===== src/rtl/mem_bus_arbiter.sv =====
// Round-robin arbiter sharing one registered memory bus between the cpu port and a DMA master.
// Optional transfer watchdog: define MEM_ARB_TIMEOUT_EN to bound each transfer to TIMEOUT_CYCLES wait cycles.
module mem_bus_arbiter #(
    parameter int unsigned TIMEOUT_CYCLES = 255,
    parameter bit          CPU_FIRST      = 1'b1
) (
    input  logic        clk,
    input  logic        reset,
    input  logic        cpu_re,
    input  logic        cpu_we,
    input  logic [31:0] cpu_addr,
    input  logic [31:0] cpu_wd,
    input  logic [1:0]  cpu_unit,
    output logic [31:0] cpu_rd,
    output logic        cpu_stall,
    output logic        cpu_access_fault,
    output logic        cpu_addr_misaligned,
    input  logic        dma_req,
    input  logic        dma_we,
    input  logic [31:0] dma_addr,
    input  logic [31:0] dma_wd,
    input  logic [1:0]  dma_unit,
    output logic        dma_done,
    output logic [31:0] dma_rd,
    output logic        dma_err,
    output logic        bus_req,
    output logic        bus_we,
    output logic [31:0] bus_addr,
    output logic [31:0] bus_wd,
    output logic [1:0]  bus_unit,
    input  logic        bus_ack,
    input  logic [31:0] bus_rd,
    input  logic        bus_err
);

    typedef enum logic [2:0] {IDLE, CPU_BUS, CPU_RESP, DMA_BUS, DMA_RESP} state_t;

    if (TIMEOUT_CYCLES < 1 || TIMEOUT_CYCLES > 65535) begin : g_bad_timeout
        $error("mem_bus_arbiter: TIMEOUT_CYCLES must be within 1..65535");
    end

    function automatic logic is_misaligned(input logic [1:0] unit, input logic [1:0] addr_lo);
        return ((unit == 2'd1) && addr_lo[0]) || ((unit == 2'd2) && (addr_lo != 2'd0));
    endfunction

    state_t      state_q, state_d;
    logic        prio_q, prio_d;
    logic        bus_req_q, bus_req_d;
    logic        bus_we_q, bus_we_d;
    logic [31:0] bus_addr_q, bus_addr_d;
    logic [31:0] bus_wd_q, bus_wd_d;
    logic [1:0]  bus_unit_q, bus_unit_d;
    logic        err_q, err_d;
    logic [31:0] cpu_rd_q, cpu_rd_d;
    logic [31:0] dma_rd_q, dma_rd_d;
`ifdef MEM_ARB_TIMEOUT_EN
    localparam logic [15:0] TMO_LAST = 16'(TIMEOUT_CYCLES - 1);
    logic [15:0] tmo_q, tmo_d;
`endif

    logic cpu_req, cpu_mis, cpu_valid;

    assign cpu_req   = cpu_re | cpu_we;
    assign cpu_mis   = is_misaligned(cpu_unit, cpu_addr[1:0]);
    assign cpu_valid = cpu_req & ~cpu_mis;

    assign cpu_addr_misaligned = cpu_req & cpu_mis;
    assign cpu_stall           = cpu_valid & (state_q != CPU_RESP);
    assign cpu_access_fault    = (state_q == CPU_RESP) & err_q;
    assign cpu_rd              = cpu_rd_q;
    assign dma_done            = (state_q == DMA_RESP);
    assign dma_err             = (state_q == DMA_RESP) & err_q;
    assign dma_rd              = dma_rd_q;
    assign bus_req             = bus_req_q;
    assign bus_we              = bus_we_q;
    assign bus_addr            = bus_addr_q;
    assign bus_wd              = bus_wd_q;
    assign bus_unit            = bus_unit_q;

    always_comb begin
        state_d    = state_q;
        prio_d     = prio_q;
        bus_req_d  = bus_req_q;
        bus_we_d   = bus_we_q;
        bus_addr_d = bus_addr_q;
        bus_wd_d   = bus_wd_q;
        bus_unit_d = bus_unit_q;
        err_d      = err_q;
        cpu_rd_d   = cpu_rd_q;
        dma_rd_d   = dma_rd_q;
`ifdef MEM_ARB_TIMEOUT_EN
        tmo_d      = tmo_q;
`endif
        case (state_q)
            IDLE: begin
                // A simultaneous read+write from the cpu is issued as a write.
                if (cpu_valid && (!dma_req || prio_q)) begin
                    if (cpu_unit == 2'd3) begin
                        state_d  = CPU_RESP;
                        err_d    = 1'b1;
                        cpu_rd_d = '0;
                    end else begin
                        state_d    = CPU_BUS;
                        bus_req_d  = 1'b1;
                        bus_we_d   = cpu_we;
                        bus_addr_d = cpu_addr;
                        bus_wd_d   = cpu_wd;
                        bus_unit_d = cpu_unit;
`ifdef MEM_ARB_TIMEOUT_EN
                        tmo_d      = '0;
`endif
                    end
                end else if (dma_req) begin
                    if (dma_unit == 2'd3) begin
                        state_d  = DMA_RESP;
                        err_d    = 1'b1;
                        dma_rd_d = '0;
                    end else begin
                        state_d    = DMA_BUS;
                        bus_req_d  = 1'b1;
                        bus_we_d   = dma_we;
                        bus_addr_d = dma_addr;
                        bus_wd_d   = dma_wd;
                        bus_unit_d = dma_unit;
`ifdef MEM_ARB_TIMEOUT_EN
                        tmo_d      = '0;
`endif
                    end
                end
            end
            CPU_BUS, DMA_BUS: begin
                if (bus_ack || bus_err) begin
                    bus_req_d = 1'b0;
                    err_d     = bus_err;
                    if (state_q == CPU_BUS) begin
                        cpu_rd_d = bus_rd;
                        state_d  = CPU_RESP;
                    end else begin
                        dma_rd_d = bus_rd;
                        state_d  = DMA_RESP;
                    end
                end
`ifdef MEM_ARB_TIMEOUT_EN
                else if (tmo_q == TMO_LAST) begin
                    // Watchdog expiry completes the transfer as an error with zero data.
                    bus_req_d = 1'b0;
                    err_d     = 1'b1;
                    if (state_q == CPU_BUS) begin
                        cpu_rd_d = '0;
                        state_d  = CPU_RESP;
                    end else begin
                        dma_rd_d = '0;
                        state_d  = DMA_RESP;
                    end
                end else begin
                    tmo_d = tmo_q + 16'd1;
                end
`endif
            end
            CPU_RESP: begin
                state_d = IDLE;
                prio_d  = 1'b0;
            end
            DMA_RESP: begin
                state_d = IDLE;
                prio_d  = 1'b1;
            end
            default: state_d = IDLE;
        endcase
    end

    always_ff @(posedge clk or negedge reset) begin
        if (!reset) begin
            state_q    <= IDLE;
            prio_q     <= CPU_FIRST;
            bus_req_q  <= 1'b0;
            bus_we_q   <= 1'b0;
            bus_addr_q <= '0;
            bus_wd_q   <= '0;
            bus_unit_q <= '0;
            err_q      <= 1'b0;
            cpu_rd_q   <= '0;
            dma_rd_q   <= '0;
`ifdef MEM_ARB_TIMEOUT_EN
            tmo_q      <= '0;
`endif
        end else begin
            state_q    <= state_d;
            prio_q     <= prio_d;
            bus_req_q  <= bus_req_d;
            bus_we_q   <= bus_we_d;
            bus_addr_q <= bus_addr_d;
            bus_wd_q   <= bus_wd_d;
            bus_unit_q <= bus_unit_d;
            err_q      <= err_d;
            cpu_rd_q   <= cpu_rd_d;
            dma_rd_q   <= dma_rd_d;
`ifdef MEM_ARB_TIMEOUT_EN
            tmo_q      <= tmo_d;
`endif
        end
    end

endmodule

===== config.mk =====
export PLATFORM = sky130hd
export DESIGN_NAME = mem_bus_arbiter
export DESIGN_NICKNAME = d
export VERILOG_FILES = /design/src/rtl/mem_bus_arbiter.sv
export SDC_FILE = /design/constraint.sdc
export NUM_CORES = 1
export LEC_CHECK = 0
export BUFFER_PORTS_ARGS = -buffer_cell sky130_fd_sc_hd__buf_2
export CAP_MARGIN = 30
export CORE_MARGIN = 2
export CORE_UTILIZATION = 41
export CTS_CLUSTER_SIZE = 20
export DETAILED_ROUTE_END_ITERATION = 12
export PLACE_DENSITY = 0.79
export SYNTH_ARGS = -nofsm -noshare
export SYNTH_HDL_FRONTEND = slang
export SYNTH_SLANG_ARGS = --single-unit

===== constraint.sdc =====
create_clock -name clk -period 3.55 [get_ports clk]
set_clock_uncertainty 0.1 [all_clocks]
set_input_delay 0.71 -clock clk [delete_from_list [all_inputs] [get_ports clk]]
set_output_delay 0.71 -clock clk [all_outputs]
set_load 0.01 [all_outputs]

==> results_dict.tcl <==
set metrics [dict create \
    result_of_the_run "finished clean" \
    switching_share 0.3656 \
    worst_setup_path_end_kind "output port" \
    via_count 5038 \
    grt_pass1_wl_mm 26.57 \
    synth_warnings 0 \
    clock_tree_from_tritoncts "done" \
    critPathMaxStageDelay_ns 0.47 \
    first_global_vias 5119 \
    critical_path_arrival_ns 1.94 \
    setup_viol 0 \
    holdCritPathClass "input port to async pin" \
    routed_via_density 5.125 \
    top_level_ports 309 \
    drtAntennaViolNets 0 \
    ys_top_cells_by_area "sky130_fd_sc_hd__dfrtp_1, sky130_fd_sc_hd__mux2_2, sky130_fd_sc_hd__a32o_1" \
    path_max_fanout 4 \
    syn_area_per_cell_sq_um 12.57 \
    worst_slew_margin_rel 0.3972 \
    crit_path_top_delay_cell "sky130_fd_sc_hd__a211oi_1" \
    path_buf_inv 2 \
    final_util 0.5802 \
    die_area_sq_um 15890 \
    synth_edf_count 0 \
    synth_cells 486 \
    p_total_mw 7.548 \
    synth.lib_cells_used.distinct 34 \
    area_occupied_by_multi_input_gates_sq_um 2536 \
    clk_transition_reported_paths_ns 0.06 \
    maxCapViolCount 0 \
    drc_errors 0 \
    gp_congestion 0.8291 \
    grt_setup_unrepaired "no" \
    syn-num-nets 658 \
    ys_ff_latch 137 \
    seqCellArea_sq_um 3430 \
    holdBufCountCts 0 \
    layout-drive-gt1-share 0.6108 \
    type_of_the_worst_setup_path "input port to output port" \
    grt_max_degree 70 \
    diodes 0 \
    vdd_drop_max_v 0.0004912 \
    numClockSinks 137 \
    antenna_violations_before_repair 1 \
    setup_total_negative_slack_ns 0 \
    p_sw_mw 2.760 \
    numPortBuffers 308 \
    synthesis_to_finish_area_growth_pct 38.09 \
    finalHoldWorstSlack_ns 0.1802 \
    worstSetupStartpointType "input port" \
    groute.usage.overall 0.2113 \
    fp.dieH_microns 126.0 \
    num-nets-final 958 \
    core.rowCount 44 \
    yosys.area.top_type_share 0.5573 \
    async_set_reset_flop_share_out_of_synthesis 1.000 \
    hpwl_mm 12.57 \
    crit_required_ns 2.74 \
    total_cts_buffers 17 \
    fillers 1232 \
    cpLargestDelayFamily "compound AO/OA/AOI/OAI gates" \
    seq_power_share 0.362 \
    timing.final.crit_period_ns 2.753 \
    grt_overflow_total 0 \
    cts-root-to-sink-buffers 2 \
    first_iter_violations 244 \
    drtPass1Iterations 5 \
    report.final.slew_viol_count 0 \
    ctsResizeCount 0 \
    core_region_area_sq_um 14530 \
    finalCritPeriodShare 0.7755 \
    dpl_cell_area_sq_um 7864 \
    drt-wirelength-per-cell_microns 17.30 \
    clock.fmax_ghz 0.3632 \
    worst_pin_slew_ns 0.8814 \
    clk_root_buffer_cell "sky130_fd_sc_hd__clkbuf_16" \
    postCtsSetupRepairBufs 0 \
    final_design_instance_area_without_fill_sq_um 8433 \
    pwr-share-clk 0.224 \
    die_w_microns 126.0 \
    leakagePower_nw 4.184 \
    post_synth_instance_area_sq_um 6107 \
    clock_insertion_delay_worst_skew_ns 0.41 \
    start_util 0.4202 \
    postRouteWirelength_mm 17.01 \
    critical-path-top-cell-by-count "sky130_fd_sc_hd__buf_2" \
    timing.final.hold_violations 0 \
    p_int_mw 4.789 \
    postSynth.topFlopCell "sky130_fd_sc_hd__dfrtp_1" \
    crit_path_cell_trace "buf_2 -> xor2_1 -> a211oi_1 -> a21boi_0 -> buf_2" \
    synth.largest_area_cell "sky130_fd_sc_hd__dfrtp_1" \
    h-tree-depth 4 \
    yosysSeqAreaShare 0.5616 \
    p_comb_frac 0.415 \
    power.density_nw_per_um2 895.1 \
]
==> routing by layer <==
metal	GRT usage	vias up	wire length [microns]
li1	-	2358	-
met1	0.2555	2436	6700
met2	0.3621	215	8605
met3	0.06415	27	1371
met4	0.06787	2	315
met5	0	-	13
==> synthesized netlist by cell type (6+ instances only) <==
master and number:
sky130_fd_sc_hd__nand2_1 67, sky130_fd_sc_hd__a21oi_1 7, sky130_fd_sc_hd__buf_2 9, sky130_fd_sc_hd__mux2_2 132, sky130_fd_sc_hd__inv_1 6, sky130_fd_sc_hd__clkbuf_1 24
sky130_fd_sc_hd__nor2_1 8, sky130_fd_sc_hd__o21ai_0 34, sky130_fd_sc_hd__dfrtp_1 136, sky130_fd_sc_hd__a32o_1 32
==> cell families after synthesis <==
group,count (synthesis),share of synthesized area
buffers and inverters,41,0.02889
xor gates and xnor gates,1,0.001434
and+or+nand+nor,83,0.05409
muxes,134,0.2467
DFF,137,0.5616
AOI/OAI and AO/OA,90,0.1074
==> placed cells by master (no fill, tap or decap), types with 3 or more instances in the layout <==
cell                         Yosys  routed
sky130_fd_sc_hd__o21ai_0        34      34
sky130_fd_sc_hd__mux2_2        132     132
sky130_fd_sc_hd__buf_4           1       5
sky130_fd_sc_hd__a32o_1         32      32
sky130_fd_sc_hd__dfrtp_1       136     136
sky130_fd_sc_hd__a21oi_1         7       7
sky130_fd_sc_hd__clkinv_4        0       3
sky130_fd_sc_hd__nand2_1        67      66
sky130_fd_sc_hd__inv_1           6       6
sky130_fd_sc_hd__buf_2           9     307
sky130_fd_sc_hd__nor2_1          8       6
sky130_fd_sc_hd__inv_6           0       3
sky130_fd_sc_hd__clkbuf_16       0      17
sky130_fd_sc_hd__buf_12          0       3
sky130_fd_sc_hd__clkinvlp_4      0       6
==> final timing paths <==
check / start / depth (start not counted) / to / slack (ns)
min: reset / 1 / cpu_rd[16] / 0.18
min reg2reg: cpu_rd[8] / 2 / cpu_rd[8] / 0.37
min in group clk: cpu_rd[8] / 2 / cpu_rd[8] / 0.37
max reg2reg: prio_q / 6 / bus_addr[15] / 1.13
max: cpu_unit[1] / 5 / cpu_stall / 0.80
max in group asynchronous: reset / 2 / prio_q / 2.27
==> flip-flops by register name, summed over array words and instances (netlist names) <==
name / flops
bus_addr: 32
bus_req: 1
bus_unit: 2
bus_wd: 32
bus_we: 1
cpu_rd: 32
dma_rd: 32
err_q: 1
prio_q: 1
state_q: 3
==> final cells by class <==
class	instances	share of cell area
Clock buffer	17	0.05045
Clock inverter	15	0.01706
Inverter	6	0.002671
Multi-Input combinational cell	308	0.3007
Sequential cell	137	0.4067
Tap cell	184	0.02730
Timing Repair Buffer	316	0.1951
==> through the flow <==
stage	worst slack [ns]	std cells
6_report	0.7970	983
5_1_grt	0.6877	983
4_1_cts	0.8439	983
3_5_place_dp	0.7042	951
3_3_place_gp	0.7608	951
2_1_floorplan	1.035	486
==> power groups by stage <==
stage          clock network [mW]  registers (mW)  logic, mW
3_5_place_dp                    0            2.75       3.17
3_3_place_gp                    0            2.71       3.10
2_1_floorplan                   0            3.03       1.57
6_report                     1.69            2.73       3.13
4_1_cts                      1.73            2.73       3.17
5_1_grt                      1.80            2.81       3.40
Note: power is estimated with default switching activity, not from simulation.
